--- src/rtl/timer_pkg.sv ---
// Shared timing-block types and field geometry for the stopwatch and countdown timer.
package timer_pkg;

    typedef enum logic [1:0] {
        IDLE,
        RUN,
        PAUSE,
        DONE
    } timer_state_t;

    localparam int HR_W  = 4;
    localparam int MIN_W = 6;
    localparam int SEC_W = 6;
    localparam int MS_W  = 10;

    localparam int MS_MAX_DEF  = 999;
    localparam int SEC_MAX_DEF = 59;
    localparam int MIN_MAX_DEF = 59;
    localparam int HR_MAX_DEF  = (1 << HR_W) - 1;

    function automatic int div_width(input int div);
        return (div > 1) ? $clog2(div) : 1;
    endfunction

endpackage

--- src/rtl/time_field_dec.sv ---
// One time field: clamped preset/load, reload, decrement with wrap-to-MAX and borrow-out.
module time_field_dec
    import timer_pkg::*;
#(
    parameter int W   = 6,
    parameter int MAX = 59
) (
    input  logic         clk,
    input  logic         rst_n,
    input  logic         en,
    input  logic         load,
    input  logic         reload,
    input  logic         dec,
    input  logic [W-1:0] load_val,
    output logic [W-1:0] value,
    output logic         borrow
);

    localparam logic [W-1:0] MAX_V = W'(MAX);

    logic [W-1:0] preset_q;
    logic [W-1:0] clamped;

    assign clamped = (load_val > MAX_V) ? MAX_V : load_val;
    assign borrow  = dec && (value == '0);

    always_ff @(posedge clk) begin
        if (!rst_n) begin
            preset_q <= '0;
            value    <= '0;
        end else if (en) begin
            if (load) begin
                preset_q <= clamped;
                value    <= clamped;
            end else if (reload) begin
                value <= preset_q;
            end else if (dec) begin
                value <= (value == '0) ? MAX_V : value - W'(1);
            end
        end
    end

endmodule

--- src/rtl/countdown_timer.sv ---
// H:M:S:ms countdown timer with start/stop edge detection and expiry flag.
// Optional AUTO_RELOAD_EN: reload the preset on expiry and keep running.
module countdown_timer
    import timer_pkg::*;
#(
    parameter int TICK_DIV = 1,
    parameter int MS_MAX   = MS_MAX_DEF,
    parameter int SEC_MAX  = SEC_MAX_DEF,
    parameter int MIN_MAX  = MIN_MAX_DEF
) (
    input  logic             Clock_1MSec,
    input  logic             Reset,
    input  logic             Control,
    input  logic             Load_T,
    input  logic             Start_T,
    input  logic             Stop_T,
    input  logic [HR_W-1:0]  Set_Hours,
    input  logic [MIN_W-1:0] Set_Mins,
    input  logic [SEC_W-1:0] Set_Secs,
    input  logic [MS_W-1:0]  Set_MSecs,
    output logic [HR_W-1:0]  Hours_T,
    output logic [MIN_W-1:0] Mins_T,
    output logic [SEC_W-1:0] Secs_T,
    output logic [MS_W-1:0]  MSecs_T,
    output logic             Running_T,
    output logic             Expired_T
);

`ifdef AUTO_RELOAD_EN
    localparam bit AUTO = 1'b1;
`else
    localparam bit AUTO = 1'b0;
`endif

    localparam int DIV_W = div_width(TICK_DIV);
    localparam logic [DIV_W-1:0] DIV_LAST = DIV_W'(TICK_DIV - 1);

    timer_state_t state_q, state_d;
    logic [DIV_W-1:0] div_q, div_d;
    logic expired_q, expired_d;
    logic start_q, start_qq, stop_q, stop_qq;
    logic start_ev, stop_ev;
    logic tick, reload;
    logic cnt_zero, cnt_one;
    logic ms_b, sec_b, min_b, hr_b;

    // Two-stage copies: an event fires one edge after the input is sampled high.
    assign start_ev = start_q & ~start_qq;
    assign stop_ev  = stop_q & ~stop_qq;

    assign cnt_zero = (Hours_T == '0) && (Mins_T == '0)
                   && (Secs_T == '0) && (MSecs_T == '0);
    assign cnt_one  = (Hours_T == '0) && (Mins_T == '0)
                   && (Secs_T == '0) && (MSecs_T == MS_W'(1));

    always_ff @(posedge Clock_1MSec) begin
        if (!Reset) begin
            start_q  <= 1'b0;
            start_qq <= 1'b0;
            stop_q   <= 1'b0;
            stop_qq  <= 1'b0;
        end else begin
            start_q  <= Start_T;
            start_qq <= start_q;
            stop_q   <= Stop_T;
            stop_qq  <= stop_q;
        end
    end

    always_ff @(posedge Clock_1MSec) begin
        if (!Reset) begin
            state_q   <= IDLE;
            div_q     <= '0;
            expired_q <= 1'b0;
        end else if (Control) begin
            state_q   <= state_d;
            div_q     <= div_d;
            expired_q <= expired_d;
        end
    end

    always_comb begin
        state_d   = state_q;
        div_d     = div_q;
        expired_d = expired_q;
        tick      = 1'b0;
        reload    = 1'b0;
        if (Load_T) begin
            state_d   = IDLE;
            div_d     = '0;
            expired_d = 1'b0;
        end else begin
            unique case (state_q)
                IDLE: begin
                    if (start_ev && !stop_ev) begin
                        div_d = '0;
                        if (cnt_zero) begin
                            state_d   = DONE;
                            expired_d = 1'b1;
                        end else begin
                            state_d = RUN;
                        end
                    end
                end
                RUN: begin
                    expired_d = 1'b0;
                    if (stop_ev) begin
                        state_d = PAUSE;
                        div_d   = '0;
                    end else if (AUTO && cnt_zero) begin
                        reload = 1'b1;
                        div_d  = '0;
                    end else if (div_q == DIV_LAST) begin
                        tick  = 1'b1;
                        div_d = '0;
                        // This edge writes zero: flag expiry now.
                        if (cnt_one) begin
                            expired_d = 1'b1;
                            if (!AUTO) state_d = DONE;
                        end
                    end else begin
                        div_d = div_q + DIV_W'(1);
                    end
                end
                PAUSE: begin
                    if (start_ev && !stop_ev) begin
                        state_d = RUN;
                        div_d   = '0;
                    end
                end
                DONE: begin
                    state_d = DONE;
                end
                default: begin
                    state_d = IDLE;
                end
            endcase
        end
    end

    assign Running_T = (state_q == RUN);
    assign Expired_T = expired_q;

    time_field_dec #(.W(MS_W), .MAX(MS_MAX)) u_ms (
        .clk      (Clock_1MSec),
        .rst_n    (Reset),
        .en       (Control),
        .load     (Load_T),
        .reload   (reload),
        .dec      (tick),
        .load_val (Set_MSecs),
        .value    (MSecs_T),
        .borrow   (ms_b)
    );

    time_field_dec #(.W(SEC_W), .MAX(SEC_MAX)) u_sec (
        .clk      (Clock_1MSec),
        .rst_n    (Reset),
        .en       (Control),
        .load     (Load_T),
        .reload   (reload),
        .dec      (ms_b),
        .load_val (Set_Secs),
        .value    (Secs_T),
        .borrow   (sec_b)
    );

    time_field_dec #(.W(MIN_W), .MAX(MIN_MAX)) u_min (
        .clk      (Clock_1MSec),
        .rst_n    (Reset),
        .en       (Control),
        .load     (Load_T),
        .reload   (reload),
        .dec      (sec_b),
        .load_val (Set_Mins),
        .value    (Mins_T),
        .borrow   (min_b)
    );

    // The all-zero stop guarantees hours never wrap.
    time_field_dec #(.W(HR_W), .MAX(HR_MAX_DEF)) u_hr (
        .clk      (Clock_1MSec),
        .rst_n    (Reset),
        .en       (Control),
        .load     (Load_T),
        .reload   (reload),
        .dec      (min_b),
        .load_val (Set_Hours),
        .value    (Hours_T),
        .borrow   (hr_b)
    );

    logic unused_hr_b;
    assign unused_hr_b = hr_b;

endmodule

--- config.mk ---
export PLATFORM = sky130hd
export DESIGN_NAME = countdown_timer
export DESIGN_NICKNAME = d
export VERILOG_FILES = /design/src/rtl/timer_pkg.sv /design/src/rtl/time_field_dec.sv /design/src/rtl/countdown_timer.sv
export SDC_FILE = /design/constraint.sdc
export NUM_CORES = 1
export LEC_CHECK = 0
export ABC_CLOCK_PERIOD_IN_PS = 3600
export CORE_UTILIZATION = 35
export CTS_CLUSTER_DIAMETER = 40
export DETAILED_ROUTE_END_ITERATION = 10
export GPL_ROUTABILITY_DRIVEN = 0
export PLACE_DENSITY = 0.57
export SYNTH_ARGS = -nofsm -noshare
export SYNTH_HDL_FRONTEND = slang
export SYNTH_HIERARCHICAL = 1
export SYNTH_SLANG_ARGS = --single-unit
--- constraint.sdc ---
create_clock -name Clock_1MSec -period 3.6 [get_ports Clock_1MSec]
set_clock_uncertainty 0.15 [all_clocks]
set_input_delay 0.54 -clock Clock_1MSec [delete_from_list [all_inputs] [get_ports Clock_1MSec]]
set_output_delay 0.54 -clock Clock_1MSec [all_outputs]
set_load 0.05 [all_outputs]
Word-level counts from Yosys, hierarchy flattened
Cells that the tools add are included.
{"block": "totals", "elab_cells": 102, "out_inout_bits": 28, "ff_bits": 34, "inputBits": 32}
{"block": "op_classes", "addsub": 5, "order_cmp": 4, "bitwise_logic": 4, "eq_ne": 10, "muxes": 40, "n_reduce_logical": 28}
{"cell": "6-bit 2-to-1 mux", "n": 8}
{"cell": "10-bit 2-to-1 mux", "n": 4}
{"cell": "4-bit 2-to-1 mux", "n": 4}
{"cell": "1-bit 2-to-1 mux", "n": 14}
{"cell": "2-bit 2-to-1 mux", "n": 7}
{"cell": "6-bit greater-than comparator (second input constant)", "n": 2}
{"cell": "6-bit zero test", "n": 2}
{"cell": "6-bit by 1-bit subtractor with 6-bit output (second input constant)", "n": 2}
{"cell": "10-bit by 1-bit == test with 1-bit output (second input constant)", "n": 1}
{"cell": "10-bit greater-than comparator (second input constant)", "n": 1}
{"cell": "10-bit zero test", "n": 1}
{"cell": "10-bit by 1-bit subtractor with 10-bit output (second input constant)", "n": 1}
{"cell": "3-bit inequality test (second input constant)", "n": 3}
{"cell": "1-bit logical AND", "n": 8}
{"cell": "2-bit one-hot mux with 4 select lines", "n": 1}
{"cell": "2-bit AND reduction", "n": 4}
{"cell": "2-bit nonzero test", "n": 4}
{"cell": "3-bit nonzero test", "n": 2}
{"cell": "5-bit AND reduction", "n": 1}
{"cell": "2-bit == test (second input constant)", "n": 2}
{"cell": "4-bit greater-than comparator (second input constant)", "n": 1}
{"cell": "4-bit zero test", "n": 1}
{"cell": "4-bit by 2-bit inequality test with 1-bit output (second input constant)", "n": 1}
{"cell": "4-bit by 3-bit inequality test with 1-bit output (second input constant)", "n": 1}
{"cell": "other kinds (12)", "n": 15}

Longest topological paths before layout
Gate-level depths: netlist (run 1).
{"block": "depth", "word_depth": 10, "ltp_mapped": 12, "depth_no_buf": 10}

Modules after synthesis
Netlist (run 1), hierarchy kept.
{"mod": "time_field_dec at u_min ...", "n_inst": 2, "area_each_um2": 758.2, "seq_area_each_um2": 240.2, "cells_each": 99}
{"mod": "time_field_dec at u_ms", "n_inst": 1, "area_each_um2": 1287.5, "seq_area_each_um2": 400.4, "cells_each": 164}
{"mod": "time_field_dec at u_hr", "n_inst": 1, "area_each_um2": 451.7, "seq_area_each_um2": 160.2, "cells_each": 57}
{"mod": "countdown_timer", "n_inst": 1, "area_each_um2": 405.4, "seq_area_each_um2": 140.1, "cells_each": 49}

Worst setup path after synthesis (run 1)
Ideal clock, no wire load.
{"block": "synth_path", "path_type": "register to register", "from": "reg u_ms.value[0]", "to": "reg u_min.value[3]", "path_slack_ns": 0.697, "required_time_ns": 3.323, "setup_ns": 0.127, "path_stages_with_launch": 13, "path_buffers": 2, "t_arrival_ns": 2.627, "period_less_slack_ns": 2.903, "cell_sequence": "dfxtp_1 inv_1 ha_1 or4b_1 buf_6 nor3_4 and2_1 and2_1 o31a_1 clkbuf_1 nand3_1 o22ai_1 nor2_1"}
{"block": "synth_between", "elab_chain_cells": 5}
{"element": "start: declaration", "line_no": "time_field_dec.sv:15", "text": "output logic [W-1:0] value,"}
{"element": "start signal: assignment", "line_no": "time_field_dec.sv:34", "text": "value <= clamped;"}
{"element": "start signal: assignment", "line_no": "time_field_dec.sv:36", "text": "value <= preset_q;"}
{"element": "start signal: assignment", "line_no": "time_field_dec.sv:38", "text": "value <= (value == '0) ? MAX_V : value - W'(1);"}
{"element": "10-bit zero test", "line_no": "time_field_dec.sv:25", "text": "assign borrow = dec && (value == '0);"}
{"element": "1-bit logical AND", "line_no": "time_field_dec.sv:25"}
{"element": "net ms_b", "line_no": "countdown_timer.sv:45", "text": "logic ms_b, sec_b, min_b, hr_b;"}
{"element": "1-bit logical AND", "line_no": "time_field_dec.sv:25"}
{"element": "net sec_b", "line_no": "countdown_timer.sv:45"}
{"element": "2-bit nonzero test (no line)"}
{"element": "2-bit AND reduction (no line)"}
{"element": "end signal: assignment", "line_no": "time_field_dec.sv:34"}
{"element": "end signal: assignment", "line_no": "time_field_dec.sv:36"}
{"element": "end signal: assignment", "line_no": "time_field_dec.sv:38"}
{"element": "end: declaration", "line_no": "time_field_dec.sv:15"}
The timed path passes the listed nets, and every way through them passes these cells.
A chain may end at the register's enable or synchronous reset.

Worst setup path in the final report (run 1)
{"block": "layout_path", "from": "reg u_ms.value[0]", "to": "reg u_min.value[2]"}
The elaborated chain is that of the path after synthesis.

==> results of run 1 <==
==> cell type report <==
type                            instances  share of cell area (%)
Clock buffer                           13                    3.81
Clock inverter                          3                    1.44
Inverter                               26                    2.08
Multi-Input combinational cell        381                    50.1
Sequential cell                        59                    25.1
Tap cell                              133                    3.54
Timing Repair Buffer                   68                    13.9
==> worst register-to-register path, stage by stage (launching register included) <==
cell and delay (ns):
sky130_fd_sc_hd__dfxtp_1 0.39, sky130_fd_sc_hd__inv_1 0.09, sky130_fd_sc_hd__ha_1 0.24, sky130_fd_sc_hd__or4b_1 0.62
sky130_fd_sc_hd__nor3_4 0.32, sky130_fd_sc_hd__and2_1 0.19, sky130_fd_sc_hd__and2_1 0.14, sky130_fd_sc_hd__o31a_1 0.38
sky130_fd_sc_hd__o41ai_1 0.14, sky130_fd_sc_hd__a32o_1 0.27
==> path summary, 6_finish.rpt <==
check                start             end  slack, ns  cells past startpoint
max          u_ms/value[0]  u_min/value[2]       0.55                      9
min                start_q        start_qq       0.31                      1
max reg2reg  u_ms/value[0]  u_min/value[2]       0.55                      9
min reg2reg        start_q        start_qq       0.31                      1
==> placed cells by master (no fill, tap or decap), types with 3 or more instances in the layout <==
| cell type | instances |
|---|---|
| sky130_fd_sc_hd__nor3_1 | 7 |
| sky130_fd_sc_hd__nor3_2 | 3 |
| sky130_fd_sc_hd__nor3b_1 | 9 |
| sky130_fd_sc_hd__clkbuf_8 | 13 |
| sky130_fd_sc_hd__o21ai_0 | 34 |
| sky130_fd_sc_hd__clkdlybuf4s50_1 | 58 |
| sky130_fd_sc_hd__nand3_1 | 20 |
| sky130_fd_sc_hd__nand3b_1 | 4 |
| sky130_fd_sc_hd__and2_1 | 13 |
| sky130_fd_sc_hd__conb_1 | 24 |
| sky130_fd_sc_hd__o221ai_1 | 4 |
| sky130_fd_sc_hd__or4_1 | 3 |
| sky130_fd_sc_hd__o311ai_0 | 7 |
| sky130_fd_sc_hd__a21boi_0 | 19 |
| sky130_fd_sc_hd__mux2i_1 | 5 |
| sky130_fd_sc_hd__a21oi_1 | 30 |
| sky130_fd_sc_hd__nand2b_1 | 10 |
| sky130_fd_sc_hd__o31ai_1 | 3 |
| sky130_fd_sc_hd__o211ai_1 | 5 |
| sky130_fd_sc_hd__nand4_1 | 3 |
| sky130_fd_sc_hd__buf_4 | 9 |
| sky130_fd_sc_hd__a221oi_1 | 3 |
| sky130_fd_sc_hd__o31a_1 | 4 |
| sky130_fd_sc_hd__o22ai_1 | 7 |
| sky130_fd_sc_hd__a41oi_1 | 4 |
| sky130_fd_sc_hd__a31oi_1 | 9 |
| sky130_fd_sc_hd__ha_1 | 6 |
| sky130_fd_sc_hd__o41ai_1 | 6 |
| sky130_fd_sc_hd__nor2b_1 | 14 |
| sky130_fd_sc_hd__nor2_1 | 24 |
| sky130_fd_sc_hd__o2111ai_1 | 3 |
| sky130_fd_sc_hd__nor4_1 | 6 |
| sky130_fd_sc_hd__nand2_1 | 51 |
| sky130_fd_sc_hd__dfxtp_1 | 59 |
| sky130_fd_sc_hd__inv_1 | 26 |
==> where the power goes <==
part	internal (mW)	switching (mW)
sequential	0.694	0.0595
combinational	0.194	0.294
clock	0.466	0.279
==> state kept, by name, indices dropped and copies added (netlist names) <==
name,cells
u_hr/value,4
start_q,1
u_ms/preset_q,10
stop_q,1
u_sec/preset_q,6
state_q,2
start_qq,1
Expired_T,1
u_sec/value,6
u_hr/preset_q,4
u_ms/value,10
u_min/value,6
stop_qq,1
u_min/preset_q,6
==> layer usage <==
layer | vias to the layer above | part of all wire (%) | track usage [%]
li1 | 1873 | - | -
met1 | 1790 | 46 | 26.6
met2 | 76 | 48 | 31.6
met3 | 9 | 4.4 | 4.32
met4 | 0 | 0.97 | 5.71
met5 | - | 0 | 0
==> impl_results.rst, run 1 <==
.. list-table::
   :header-rows: 1

   * - Metric
     - Value
   * - Post-placement cell area
     - 4450 sq um
   * - Routed wirelength normalized by instance count
     - 15.4 microns
   * - Filler-free cell count of the finished design
     - 683
   * - Area added between synthesis and finish
     - 28.6%
   * - Post-detailed-placement half-perimeter wirelength
     - 7530 microns
   * - Number of gates given a new drive strength after cts
     - 0
   * - Core ar.
     - 9950 sq um
   * - Setup total negative slack
     - 0 ns
   * - Area of the mapped netlist
     - 3650 sq um
   * - Multi-input combinational cell area
     - ~2400 sq um
   * - Count of boundary I/O pins
     - 60
   * - Height of the die
     - 104 microns
   * - Final min period
     - 3.05 ns
   * - Setup CP Type
     - reg2reg
   * - Worst endpoint required time
     - 3.68 ns
   * - Number of optimization iterations in the first detailed-route pass
     - 5
   * - Register Area
     - around 1200 sq um
   * - Number of antenna violations at the first check in global routing
     - 0
   * - Count of mapped cells out of synthesis
     - 466
   * - Hold slack
     - 0.309 ns
   * - Kind of cell with the highest combined delay on the critical path
     - simple AND/OR/NAND/NOR gates
   * - Number of global-route vias before repair
     - around 3500
   * - Clock H-tree levels
     - 3
   * - Worst-path maximum fanout
     - 12
   * - Remaining number of nets flagged by the antenna check after routing
     - 0
   * - Row Count
     - 36
   * - Classification of the worst-slack hold path
     - reg2reg
   * - Diode insertion count for antenna repair
     - 0
   * - Floorplan die area
     - 10900 sq um
   * - Final slew viol count
     - 0
   * - Fmax achieved
     - 0.328 GHz
   * - Cells traversed along the worst timing path
     - inv_1 > ha_1 > or4b_1 > nor3_4 > and2_1 > and2_1 > o31a_1 > o41ai_1 > a32o_1
   * - Post-layout net count
     - 583
   * - Pre-CTS setup slack
     - between 0.6 and 0.7 ns
   * - Worst-path cell with the longest stage delay
     - sky130_fd_sc_hd__or4b_1
   * - Overall fraction of global-route tracks in use
     - 19.8%
   * - Total via count in the routed design
     - 3748
   * - Hold buffer count at cts
     - 0
   * - Average size of a mapped cell
     - 7.84 sq um
   * - Post-route standard cell area excluding fillers
     - 4700 sq um
   * - Synth warn
     - 6
   * - Via-per-instance ratio
     - 5.49
   * - Number of buffers on the longest clock path
     - 2
   * - Filler instances
     - between 1000 and 1500
   * - Crit path DAT
     - 3.12 ns
   * - Setup crit start kind
     - flip-flop
   * - Max-slew headroom
     - 63.8%
   * - Hold violation count in the final report
     - 0
   * - Pin count of the biggest net entering global routing
     - 55
   * - Clock insertion delay at the later pin of the skew report
     - 0.34 ns
   * - Global-route congestion overflow total
     - 0
   * - Count of maximum capacitance violations
     - 0
   * - Power per cell area
     - 423 nW/um^2
   * - Placed Cells
     - 667
   * - Routed wire length
     - 10500 microns
   * - Die W
     - 104 microns
   * - Maximum resistive drop on vdd
     - around 190 uV
   * - Number of buffer cells added on primary ports
     - 59
   * - Transition at the pin with the smallest max-transition slack
     - 0.529 ns
   * - Setup bufs post-CTS
     - 0
   * - CP peak stage delay
     - ~0.62 ns
   * - Final setup violation count
     - 0
   * - Share of cells above drive strength 1
     - roughly 7.5%
   * - Dominant cell type by count on the critical path
     - sky130_fd_sc_hd__and2_1
   * - Starting DRT DRC Count
     - 214
   * - Setup crit end kind
     - flip-flop
   * - First-pass GRT wire length
     - between 15000 and 20000 microns
   * - Number of buffers added by the clock tree synthesis step
     - 9
   * - Clock tree from TritonCTS
     - built
   * - RSZ-0062 raised after global routing
     - no
   * - Final period util
     - 84.7%
   * - Setup slack of the critical path after layout
     - 0.551 ns
   * - Starting density of the core
     - 36.7%
   * - # DRC
     - 0
   * - Total Power Consumption
     - 1.99 mW
   * - Root Driver
     - sky130_fd_sc_hd__clkbuf_8
   * - Run status
     - completed
   * - Share of the core filled with cells in the final layout
     - 47.2%
   * - Clock net sink count
     - 59
   * - Static Leak
     - between 1.5 and 2 nW
   * - Total buffers and inverters traversed by the critical path
     - 1
   * - Reg clk slew, reported paths
     - about 0.07 ns
Note: power is estimated with default switching activity, not from simulation.
==> run 2, diff against run 1 <==
--- a/config.mk
+++ b/config.mk
@@ -5,12 +5,12 @@
 export SDC_FILE = /design/constraint.sdc
 export NUM_CORES = 1
 export LEC_CHECK = 0
-export ABC_CLOCK_PERIOD_IN_PS = 3600
+export ABC_CLOCK_PERIOD_IN_PS = 2690
 export CORE_UTILIZATION = 35
 export CTS_CLUSTER_DIAMETER = 40
 export DETAILED_ROUTE_END_ITERATION = 10
 export GPL_ROUTABILITY_DRIVEN = 0
-export PLACE_DENSITY = 0.57
+export PLACE_DENSITY = 0.59
 export SYNTH_ARGS = -nofsm -noshare
 export SYNTH_HDL_FRONTEND = slang
 export SYNTH_HIERARCHICAL = 1
==> constraint.sdc (replaced) <==
create_clock -name Clock_1MSec -period 2.69 [get_ports Clock_1MSec]
set_clock_uncertainty 0.15 [all_clocks]
set_input_delay 0.4035 -clock Clock_1MSec [delete_from_list [all_inputs] [get_ports Clock_1MSec]]
set_output_delay 0.4035 -clock Clock_1MSec [all_outputs]
set_load 0.05 [all_outputs]
==> run 2 against run 1 <==
  * Non-clock buffer count up 7
  * Maximum frequency up 22%
  * Worst hold slack worse by 0.0073 ns
  * Power up 23%
  * Sequential power up 32%
  * Combinational power up 43%
  * Clock power up 1%
  * Critical path depth up 2
  * Core utilization up 0.30 points
  * Critical path type unchanged
  * Critical endpoint is now u_hr/value[3]
  * Highest routed layer unchanged
==> impl_results.rst, run 2 (synthesis gave the netlist of run 1 again) <==
.. list-table::
   :header-rows: 1

   * - Metric
     - Value
   * - Reg clk slew, reported paths
     - 0.07 ns (about the same)
   * - Number of buffers on the longest clock path
     - 2 (unchanged)
   * - RSZ-0062 raised after global routing
     - no
   * - Post-detailed-placement half-perimeter wirelength
     - 7210 microns (-4.3%)
   * - Fmax achieved
     - 0.401 GHz (+22%)
   * - Area added between synthesis and finish
     - 29.4%
   * - Clock insertion delay at the later pin of the skew report
     - 0.34 ns (about the same)
   * - Number of buffer cells added on primary ports
     - 59 (unchanged)
   * - Hold buffer count at cts
     - 0 (unchanged)
   * - Worst endpoint required time
     - 2.76 ns (-0.92 ns)
   * - Worst-path cell with the longest stage delay
     - sky130_fd_sc_hd__or4b_4
   * - Setup CP Type
     - reg2reg
   * - Setup crit start kind
     - flip-flop
   * - Worst-path maximum fanout
     - 7 (-5)
   * - Routed wirelength normalized by instance count
     - 15.1 microns (-1.8%)
   * - Height of the die
     - 104 microns (unchanged)
   * - # DRC
     - 0 (unchanged)
   * - First-pass GRT wire length
     - 17200 microns (-1.0%)
   * - Reg-to-reg critical path startpoint
     - u_ms/value[1]
   * - Starting density of the core
     - 36.7% (unchanged)
   * - Count of cells along the worst hold path
     - 1 (unchanged)
   * - Floorplan die area
     - 10900 sq um (unchanged)
   * - Row Count
     - 36 (unchanged)
   * - Dominant cell type by count on the critical path
     - sky130_fd_sc_hd__and2_1
   * - Number of optimization iterations in the first detailed-route pass
     - 5 (unchanged)
   * - Diode insertion count for antenna repair
     - 0 (unchanged)
   * - Number of antenna violations at the first check in global routing
     - 0 (unchanged)
   * - Die W
     - 104 microns (unchanged)
   * - Number of global-route vias before repair
     - 3537 (+1.4%)
   * - Global-route congestion overflow total
     - 0 (unchanged)
   * - Most used cells in the layout excluding fill and tap cells
     - sky130_fd_sc_hd__clkdlybuf4s50_1, sky130_fd_sc_hd__dfxtp_1, sky130_fd_sc_hd__nand2_1, sky130_fd_sc_hd__o21ai_0, sky130_fd_sc_hd__a21oi_1
   * - Run status
     - completed
   * - Launch point of the worst hold path
     - start_q
   * - Setup total negative slack
     - 0 ns (unchanged)
   * - Count of boundary I/O pins
     - 60 (unchanged)
   * - Kind of cell with the highest combined delay on the critical path
     - simple AND/OR/NAND/NOR gates
   * - Final slew viol count
     - 0 (unchanged)
   * - Final setup violation count
     - 0 (unchanged)
   * - Number of buffers added by the clock tree synthesis step
     - 9 (unchanged)
   * - RR Endpoint
     - u_hr/value[3]
   * - Remaining number of nets flagged by the antenna check after routing
     - 0 (unchanged)
   * - Setup slack, reg-to-reg
     - 0.19 ns (-0.36 ns)
   * - Starting DRT DRC Count
     - 174 (-19%)
   * - Hold violation count in the final report
     - 0 (unchanged)
   * - Transition at the pin with the smallest max-transition slack
     - 0.605 ns (+0.0761 ns)
   * - Core ar.
     - 9950 sq um (unchanged)
   * - Hold-critical path endpoint
     - start_qq
   * - Routed wire length
     - 10400 microns (-0.83%)
   * - R2R depth
     - 11 (+2)
   * - Max-slew headroom
     - 58.6% (-5.2 points)
   * - Clock net sink count
     - 59 (unchanged)
   * - Pin count of the biggest net entering global routing
     - 90 (+64%)
   * - Total via count in the routed design
     - 3742 (-0.16%)
   * - Maximum resistive drop on vdd
     - 201 uV (+8.4%)
   * - Root Driver
     - sky130_fd_sc_hd__clkbuf_8
   * - Clock tree from TritonCTS
     - built
   * - Via-per-instance ratio
     - 5.42 (-1.2%)
   * - Share of cells above drive strength 1
     - 8.98% (+1.5 points)
   * - Biggest registers after layout
     - u_ms/preset_q x10, u_ms/value x10
   * - CP peak stage delay
     - 0.49 ns (-0.13 ns)
   * - Clock H-tree levels
     - 3 (unchanged)
   * - Final period util
     - 92.8% (+8.1 points)
   * - Count of maximum capacitance violations
     - 0 (unchanged)
   * - Crit path DAT
     - 2.57 ns (-0.55 ns)
   * - Overall fraction of global-route tracks in use
     - 19.6% (-0.19 points)
   * - Final min period
     - 2.50 ns (-0.553 ns)
   * - Cells traversed along the worst timing path
     - inv_1 > ha_1 > or4b_4 > nor3_4 > and2_1 > and2_1 > and2_1 > o31a_1 > buf_4 > o211a_1 > o22ai_1
   * - Total Power Consumption
     - 2.45 mW (+23%)
   * - Power per cell area
     - 517 nW/um^2 (+22%)
   * - Total buffers and inverters traversed by the critical path
     - 2 (+1)
   * - Most common cell after layout, fill and taps aside
     - sky130_fd_sc_hd__clkdlybuf4s50_1
   * - Classification of the worst-slack hold path
     - reg2reg
   * - Static Leak
     - 1.71 nW (+1.1%)
   * - Setup crit end kind
     - flip-flop
   * - Post-layout net count
     - 590 (+1.2%)
[run 2: cell count changes in the layout (fill, tap and decap cells not counted), sizes merged]
cell      before  now
clkbuf        13   12
buf           10   17
clkinvlp       1    2
clkinv         0    2
bufinv         2    0
[run 2: through the flow]
| step | cells | hold slack, ns | instance area (sq um) | setup slack (ns) | util [%] |
|---|---|---|---|---|---|
| floorplan | 489 | 0.271 | 3740 | 0.0135 | - |
| global placement | 673 | 0.283 | 4540 | 0.258 | 45.6 |
| detailed placement | 673 | 0.287 | 4540 | 0.149 | 45.6 |
| CTS | 689 | 0.308 | 4720 | 0.132 | 47.4 |
| global route | 690 | 0.318 | 4730 | 0.00443 | 47.5 |
| finish | 690 | 0.302 | 4730 | 0.194 | 47.5 |
[run 2: power breakdown]
part	total, mW	switching (mW)	leakage [nW]	internal (mW)
registers	0.992	0.0625	0.486	0.929
logic	0.699	0.416	1.14	0.283
clock network	0.755	0.374	0.0884	0.382
[run 2: area by class of cell]
| cell class | count | area (sq um) |
|---|---|---|
| clock buffer | 12 | 155 |
| fill | 983 | 5230 |
| timing repair buffer | 75 | 743 |
| tap | 133 | 166 |
| multi-input combinational | 381 | 2360 |
| sequential | 59 | 1180 |
| clock inverter | 4 | 25.0 |
| inverter | 26 | 97.6 |
[run 2: how the worst max path moves through the flow]
stage,start,to,cells past startpoint
after floorplan,u_ms/value[0],u_min/value[3],12
after global placement,u_ms/value[1],u_hr/value[3],10
after detailed placement,u_ms/value[1],u_hr/value[3],10
after CTS,u_ms/value[1],u_hr/value[3],10
after global routing,u_ms/value[1],u_hr/value[2],11
final,u_ms/value[1],u_hr/value[3],11
[run 2: timing repair]
| item | CTS | global route |
|---|---|---|
| setup endpoints to repair | 0 | 4 |
| setup buffers | 0 | 1 |
| gates resized for setup | 0 | 1 |
| hold endpoints to repair | 0 | 0 |
[run 2: routing by layer]
layer / vias up / global-route usage, % / routed length (microns) / part of all wire, %
met5: - / 0 / 0 / 0
met1: 1756 / 26.0 / 4870 / 47
li1: 1877 / - / - / -
met2: 94 / 31.1 / 4860 / 47
met4: 0 / 7.96 / 185 / 1.8
met3: 15 / 3.57 / 512 / 4.9
